===== src/rtl/serial_add_pkg.sv =====
// Shared definitions for the bit-serial adder controller: FSM state
// encoding, legal WIDTH range and the counter-width helper.
package serial_add_pkg;

  typedef enum logic [1:0] {
    IDLE  = 2'd0,
    SHIFT = 2'd1,
    DONE  = 2'd2
  } state_t;

  localparam int WIDTH_MIN = 1;
  localparam int WIDTH_MAX = 32;

  // Bit counter must hold 0..WIDTH-1; never narrower than one bit.
  function automatic int count_width(input int width);
    int w;
    w = $clog2(width + 1);
    return (w < 1) ? 1 : w;
  endfunction

endpackage


===== src/rtl/serial_add_ctrl_if.sv =====
// Request/result bundle between the requester and the serial adder.
interface serial_add_ctrl_if #(
  parameter int WIDTH = 8
);
  logic             start;
  logic [WIDTH-1:0] a;
  logic [WIDTH-1:0] b;
  logic             cin;
  logic             busy;
  logic             done;
  logic [WIDTH-1:0] sum;
  logic             cout;

  modport master (
    output start, a, b, cin,
    input  busy, done, sum, cout
  );

  modport slave (
    input  start, a, b, cin,
    output busy, done, sum, cout
  );
endinterface


===== src/rtl/serial_add_ctrl_full_add.sv =====
// One-bit adder cells: half adder, and a full adder built from two half
// adders with the carries ORed (they can never both be set).
module half_add (
  input  logic a,
  input  logic b,
  output logic sum,
  output logic carry
);
  assign sum   = a ^ b;
  assign carry = a & b;
endmodule

module full_add (
  input  logic a,
  input  logic b,
  input  logic cin,
  output logic sum,
  output logic cout
);
  logic s0;
  logic c0;
  logic c1;

  half_add u_ha0 (.a(a),  .b(b),   .sum(s0),  .carry(c0));
  half_add u_ha1 (.a(s0), .b(cin), .sum(sum), .carry(c1));

  assign cout = c0 | c1;
endmodule


===== src/rtl/serial_add_ctrl.sv =====
// Bit-serial adder sequencer: captures operands on start, runs one full
// adder cell over them LSB first for WIDTH cycles, then publishes the
// registered {cout,sum} together with a one-cycle done pulse.
module serial_add_ctrl
  import serial_add_pkg::*;
#(
  parameter int WIDTH = 8
) (
  input logic              clk,
  input logic              rst,
  serial_add_ctrl_if.slave bus
);

  localparam int CNT_W = count_width(WIDTH);
  localparam logic [CNT_W-1:0] LAST = CNT_W'(WIDTH - 1);

  state_t           state;
  logic [WIDTH-1:0] ra;
  logic [WIDTH-1:0] rb;
  logic [WIDTH-1:0] ps;
  logic [WIDTH-1:0] ps_next;
  logic [WIDTH-1:0] sum_r;
  logic [CNT_W-1:0] count;
  logic             carry;
  logic             cout_r;
  logic             fa_sum;
  logic             fa_cout;

  // The single iterated datapath cell, fed from the operand LSBs.
  full_add u_fa (
    .a    (ra[0]),
    .b    (rb[0]),
    .cin  (carry),
    .sum  (fa_sum),
    .cout (fa_cout)
  );

  // New sum bit enters at the MSB; written as shifts so WIDTH=1 works.
  always_comb begin
    ps_next = (ps >> 1) | (WIDTH'(fa_sum) << (WIDTH - 1));
  end

  // Controller FSM with counter, shift registers and result registers.
  always_ff @(posedge clk) begin
    if (rst) begin
      state  <= IDLE;
      ra     <= '0;
      rb     <= '0;
      ps     <= '0;
      carry  <= 1'b0;
      count  <= '0;
      sum_r  <= '0;
      cout_r <= 1'b0;
    end else begin
      case (state)
        IDLE: begin
          if (bus.start) begin
            ra    <= bus.a;
            rb    <= bus.b;
            carry <= bus.cin;
            ps    <= '0;
            count <= '0;
            state <= SHIFT;
          end
        end
        SHIFT: begin
          ra    <= ra >> 1;
          rb    <= rb >> 1;
          ps    <= ps_next;
          carry <= fa_cout;
          count <= count + CNT_W'(1);
          if (count == LAST) begin
            sum_r  <= ps_next;
            cout_r <= fa_cout;
            state  <= DONE;
          end
        end
        DONE: begin
          // Requests arriving here are dropped, not queued.
          state <= IDLE;
        end
        default: begin
          state <= IDLE;
        end
      endcase
    end
  end

  // Status decoded from registered state only; no path from start.
  assign bus.busy = (state == SHIFT);
  assign bus.done = (state == DONE);
  assign bus.sum  = sum_r;
  assign bus.cout = cout_r;

endmodule


===== src/flat_wrapper.sv =====
// flat-port wrapper written by rule: the top's interface ports become plain ports
module serial_add_ctrl_flat import serial_add_pkg::*;
#(
  parameter int WIDTH = 8
)
  (clk, rst, bus_start, bus_a, bus_b, bus_cin, bus_busy, bus_done, bus_sum, bus_cout);
  serial_add_ctrl_if #(.WIDTH(WIDTH)) bus_i ();
  input logic clk;
  input logic rst;
  input wire logic [$bits(bus_i.start)-1:0] bus_start;
  input wire logic [$bits(bus_i.a)-1:0] bus_a;
  input wire logic [$bits(bus_i.b)-1:0] bus_b;
  input wire logic [$bits(bus_i.cin)-1:0] bus_cin;
  output wire logic [$bits(bus_i.busy)-1:0] bus_busy;
  output wire logic [$bits(bus_i.done)-1:0] bus_done;
  output wire logic [$bits(bus_i.sum)-1:0] bus_sum;
  output wire logic [$bits(bus_i.cout)-1:0] bus_cout;
  assign bus_i.start = bus_start;
  assign bus_i.a = bus_a;
  assign bus_i.b = bus_b;
  assign bus_i.cin = bus_cin;
  assign bus_busy = bus_i.busy;
  assign bus_done = bus_i.done;
  assign bus_sum = bus_i.sum;
  assign bus_cout = bus_i.cout;
  serial_add_ctrl #(.WIDTH(WIDTH)) u_core (.clk(clk), .rst(rst), .bus(bus_i));
endmodule

===== config.mk =====
export PLATFORM = sky130hd
export DESIGN_NAME = serial_add_ctrl_flat
export DESIGN_NICKNAME = d
export VERILOG_FILES = /design/src/rtl/serial_add_pkg.sv /design/src/rtl/serial_add_ctrl_if.sv /design/src/rtl/serial_add_ctrl_full_add.sv /design/src/rtl/serial_add_ctrl.sv /design/src/flat_wrapper.sv
export SDC_FILE = /design/constraint.sdc
export NUM_CORES = 1
export LEC_CHECK = 0
export CORE_ASPECT_RATIO = 1.2
export CORE_UTILIZATION = 30
export DETAILED_ROUTE_END_ITERATION = 6
export PLACE_DENSITY = 0.54
export SETUP_SLACK_MARGIN = 0.4
export SYNTH_ARGS = -nofsm -noshare
export SYNTH_HDL_FRONTEND = slang
export SYNTH_SLANG_ARGS = --single-unit

===== constraint.sdc =====
create_clock -name clk -period 1.5 [get_ports clk]
set_input_delay 0.3 -clock clk [delete_from_list [all_inputs] [get_ports clk]]
set_output_delay 0.3 -clock clk [all_outputs]
set_load 0.005 [all_outputs]

After elaboration in Yosys (flattened, before gate mapping):

Index checks and enable logic that the tools add are counted.

* flip-flop bits (word level): 40
* bits of input ports: 20
* output and inout port bits: 11
* word-level logic and storage cells: 38

* $add $sub $neg: 1
* equality and inequality tests: 5
* mux-type cells: 13
* bitwise gates (word level): 6
* reduce and logical (&&, ||, !) cells: 5

Operator list (count)
* $pmux 8 s2: 3
* $mux 8: 3
* $or 7x8->8: 1
* $pmux 4 s2: 1
* $reduce_and 2->1: 3
* $add 4x1->4 const B: 1
* $eq 4x3->1 const B: 1
* $mux 2: 2
* $mux 4: 1
* $pmux 2 s2: 1
* $and 1x1->1: 2
* $eq 2x1->1 const B: 1
* $eq 2x2->1 const B: 1
* $logic_not 2->1: 1
* $ne 2x1->1 const B: 1
* $ne 2x2->1 const B: 1
* $pmux 1 s2: 1
* $reduce_bool 2->1: 1
* $xor 1x1->1: 2
* $mux 1: 1
* $or 1x1->1: 1

Longest topological paths before layout:

* word-level depth: 4
* gate-level depth with buffers: 7
* gate-level depth less buffers: 4

Hierarchy:

From an unflattened synthesis, not the netlist that was laid out.

* cell total of the unflattened synthesis: 189
* area, all modules: 1690.4 µm²

By module, submodules not included
* serial_add_ctrl: times used 1, cells an instance 186, area each 1659.1 µm², seq. area each 780.7 µm²
* half_add: times used 2, cells an instance 1, area each 12.5 µm², seq. area each 0.0 µm²
* full_add: times used 1, cells an instance 1, area each 6.3 µm², seq. area each 0.0 µm²

Least setup slack after synthesis:

OpenSTA, ideal clock, no wires.

* kind: register -> register
* start: register u_core.state[1]
* end: register u_core.cout_r (netlist: u_core.bus.cout)
* library setup time: 0.072 ns
* arrival: 1.155 ns
* required time: 1.428 ns
* slack: 0.273 ns
* cell stages (with the launch flop): 7
* path buffers: 3
* period minus slack after synthesis: 1.227 ns
* cell sequence: dfxtp_1 -> buf_6 -> nand2b_4 -> buf_6 -> nor3_2 -> buf_4 -> mux2i_1

* cells in the longest elaborated chain, start to end: 2

RTL lines
* from (decl): line serial_add_ctrl.sv:17 `state_t state;`
* from (signal assigned): line serial_add_ctrl.sv:46 `state <= IDLE;`
* from (signal assigned): line serial_add_ctrl.sv:63 `state <= SHIFT;`
* from (signal assigned): line serial_add_ctrl.sv:75 `state <= DONE;`
* $eq 2x1->1: line serial_add_ctrl.sv:55 `case (state)`
* $reduce_and 2->1 (no line)
* to (signal assigned): line serial_add_ctrl.sv:74 `cout_r <= fa_cout;`
* to (decl): line serial_add_ctrl.sv:25 `logic cout_r;`

Every way passes these cells.
A chain may end at the register's enable or synchronous reset.

Worst setup path after layout:

* start: register u_core.state[1]
* end: register u_core.carry

* cells in the longest elaborated chain, start to end: 3
* elaborated cells on any way between the ends: 6
* classes of those cells: eq/ne: 2; mux: 1; reduce/logical: 3

RTL lines
* $eq 2x1->1 / $logic_not 2->1 (equally long branches): line serial_add_ctrl.sv:55
* $reduce_bool 2->1 (no line) / $ne 2x2->1 (equally long branches)
* $reduce_and 2->1 (no line)
* to (signal assigned): line serial_add_ctrl.sv:60 `carry <= bus.cin;`
* to (signal assigned): line serial_add_ctrl.sv:70 `carry <= fa_cout;`
* to (decl): line serial_add_ctrl.sv:24 `logic carry;`

Parallel ways exist; a longest one is shown, timed or not.

==> metrics.txt <==
outcome=finished, final reports clean; final setup vio count=0; CP Buf/Inv Count=3; number of remaining DRC errors=0; total power=between 2 and 2.5 mW; clock sink count=39; Max-cap violations=0; first-pass GRT wire length=7810 um; Post-Syn Instances=between 200 and 250; fin area=between 0.003 and 0.004 mm^2; port bufs=30; Core Area=around 0.006 mm^2; CP endpoint kind=register; DP HPWL=~2700 um; initial antenna violation count=0; Root Buffer=clkbuf_8; Final period util=0.8370; Nets=300; pre-CTS WS=-0.07039 ns; worst setup margin=around 0.24 ns; hold crit path type=register to register; Yosys reg bits=39; worst clock skew=around 0.0039 ns; Crit path max-delay family=buffers and inverters; Leak=1.227 nW; Post-Route Utilization=0.5263; worst slew pin tran=0.2916 ns; Final Non-Filler Cells=roughly 360; Die Ht=a little under 90 um; fmax=about 800 MHz; GRT Util Overall=0.1568; final WL=about 5100 um; # rows=31; Worst path slowest cell=dfxtp_2; crit-path cells=buf_6, buf_8, buf_4, nor2b_4, a21oi_2, o221a_4; Syn Area/Cell=about 8.4 um^2; Crit Path Category=register to register; Routed WL per cell=about 14 um; Ys Warns=0; Worst slew margin=0.8056; vias in the first global route=around 1700; CP max stage delay=between 0.3 and 0.4 ns; Fin Setup TNS=0 ns; largest net degree at the start of global routing=28; GP Congestion=around 0.71; RSZ-0062 raised after global routing=true; worst-path maximum fanout=6; clk slew on worst S/H paths=0.08 ns; DR vias=~1700; Slew Limit Fails=0; grt total ovfl=0; First DRT Iteration DRCs=between 50 and 60; die area=0.006556 mm^2; number of top-level pins=31; Arr. time, crit path=1.45 ns; Worst EP required=1.69 ns; clock insertion delay at the later pin of the skew report=~0.29 ns; synth unique cells=28; width of the die=between 70 and 80 um; Hold Fails Final Rpt=0; share of layout cells above drive strength 1=0.4982; # diodes=0; hold_ws=~0.47 ns; DP Cell Count=roughly 330; CTS H-Tree Depth=2; TritonRoute pass-1 iters=4; Syn Nets=roughly 250; Synth Cell Area=~0.0019 mm^2; maximum vdd drop=about 0.42 mV; Clock Path Buffers=2; placement-stage cell area=~0.0024 mm^2; register area share after synthesis=0.4174; CTS buffer count=5; CTS tree=built; Startpoint Class=register; antenna-violating nets left=0; vias per cell=slightly below 5; min Tclk post-route=1.255 ns; initial core utilization=0.3111; Pwr Density=749.4 mW/mm^2; area grow syn2layout=69.16%
[flip-flops by register name, summed over array words and instances (netlist names)]
| name | count |
|---|---|
| u_core.bus.cout | 1 |
| u_core.ps | 7 |
| u_core.rb | 8 |
| u_core.ra | 8 |
| u_core.count | 4 |
| u_core.bus.sum | 8 |
| u_core.carry | 1 |
| u_core.state | 2 |
[final timing paths]
check | from | end | slack (ns) | cells after the start
min | u_core.bus.sum[0]$_SDFFE_PP0P_ | u_core.bus.sum[0]$_SDFFE_PP0P_ | 0.47 | 2
min reg2reg | u_core.bus.sum[0]$_SDFFE_PP0P_ | u_core.bus.sum[0]$_SDFFE_PP0P_ | 0.47 | 2
max | u_core.state[1]$_SDFFE_PP0P_ | u_core.carry$_SDFFE_PP0P_ | 0.24 | 6
max reg2reg | u_core.state[1]$_SDFFE_PP0P_ | u_core.carry$_SDFFE_PP0P_ | 0.24 | 6
[layout make-up]
class / count / area [um^2]
repair buffers: 67 / 758.2
clock inverters: 3 / 20.02
flip-flops and latches: 39 / 809.5
clock buffers: 5 / 68.82
well taps: 82 / 102.6
inverters: 18 / 67.56
fillers: 555 / 2848
multi-input cells: 147 / 1338
[power by group]
part           total [mW]  switching (mW)  leakage [nW]  internal [mW]
Clock               0.730           0.406        0.0402          0.324
Sequential           1.13          0.0496         0.327           1.08
Combinational       0.512           0.224         0.859          0.289
[cells in the mapped netlist]
master    count  share of area
o22ai_1       2         0.0067
nor3b_1       1         0.0040
clkbuf_1     13          0.026
o21bai_1      1         0.0040
buf_4         2         0.0080
a31oi_1       1         0.0033
nor2_1       38          0.076
o221a_2      15          0.090
fa_1          1          0.011
nor3_2        1         0.0054
nand2b_4      1         0.0074
nand2_1       4         0.0080
buf_2         2         0.0054
a21oi_1      34          0.091
inv_1        18          0.036
nand3_1       2         0.0054
a22oi_1       8          0.032
mux2i_1      10          0.054
nand2b_1     18          0.060
dfxtp_1      39           0.42
buf_6         2          0.012
a211oi_1      1         0.0040
nor3_1        1         0.0027
nor2b_1       4          0.013
ha_1          1         0.0067
nor4_1        1         0.0033
or3_1         1         0.0033
or2_2         1         0.0033
[cell families (layout without fill, tap and decap cells)]
group	count (synthesis)	count (layout)	share of synthesized area
AND/OR/NAND/NOR	73	73	0.1926
AO/OA/AOI/OAI	62	62	0.2314
adder cells (fa/ha/maj)	2	2	0.01739
flip-flops	39	39	0.4174
buffers and inverters	37	93	0.08762
multiplexers	10	10	0.05351
[cell usage in the layout, fill, tap and decap left out, drive strengths merged]
cell / synthesis / final
nor4: 1 / 1
clkinvlp: 0 / 2
nand2: 4 / 4
a21oi: 34 / 34
clkbuf: 13 / 7
a211oi: 1 / 1
dfxtp: 39 / 39
o22ai: 2 / 2
o21bai: 1 / 1
o221a: 15 / 15
inv: 18 / 18
fa: 1 / 1
nand2b: 19 / 19
nor2b: 4 / 4
nor2: 38 / 38
bufbuf: 0 / 1
buf: 6 / 45
nor3: 2 / 2
ha: 1 / 1
nand3: 2 / 2
clkinv: 0 / 1
or2: 1 / 1
nor3b: 1 / 1
mux2i: 10 / 10
clkdlybuf4s50: 0 / 17
dlygate4sd2: 0 / 2
or3: 1 / 1
a31oi: 1 / 1
a22oi: 8 / 8
[worst register-to-register path, stage by stage, from the launching register on]
cell	delay, ns
dfxtp_2	0.34
buf_6	0.14
buf_8	0.13
buf_4	0.13
nor2b_4	0.13
a21oi_2	0.07
o221a_4	0.22
[routing by layer]
layer / global-route usage / vias up / part of all wire
met5: 0 / - / 0
met4: 0.05769 / 0 / 0.012
met3: 0.03531 / 6 / 0.034
met2: 0.2595 / 34 / 0.50
met1: 0.1979 / 822 / 0.45
li1: - / 874 / -
[timing repair]
action,in CTS,in global routing
hold buffers,0,0
pin swaps,6,26
cloned,3,3
buffers inserted,9,7
setup endpoints to repair,49,41
gates resized for setup,102,58
Note: power is estimated with default switching activity, not from simulation.
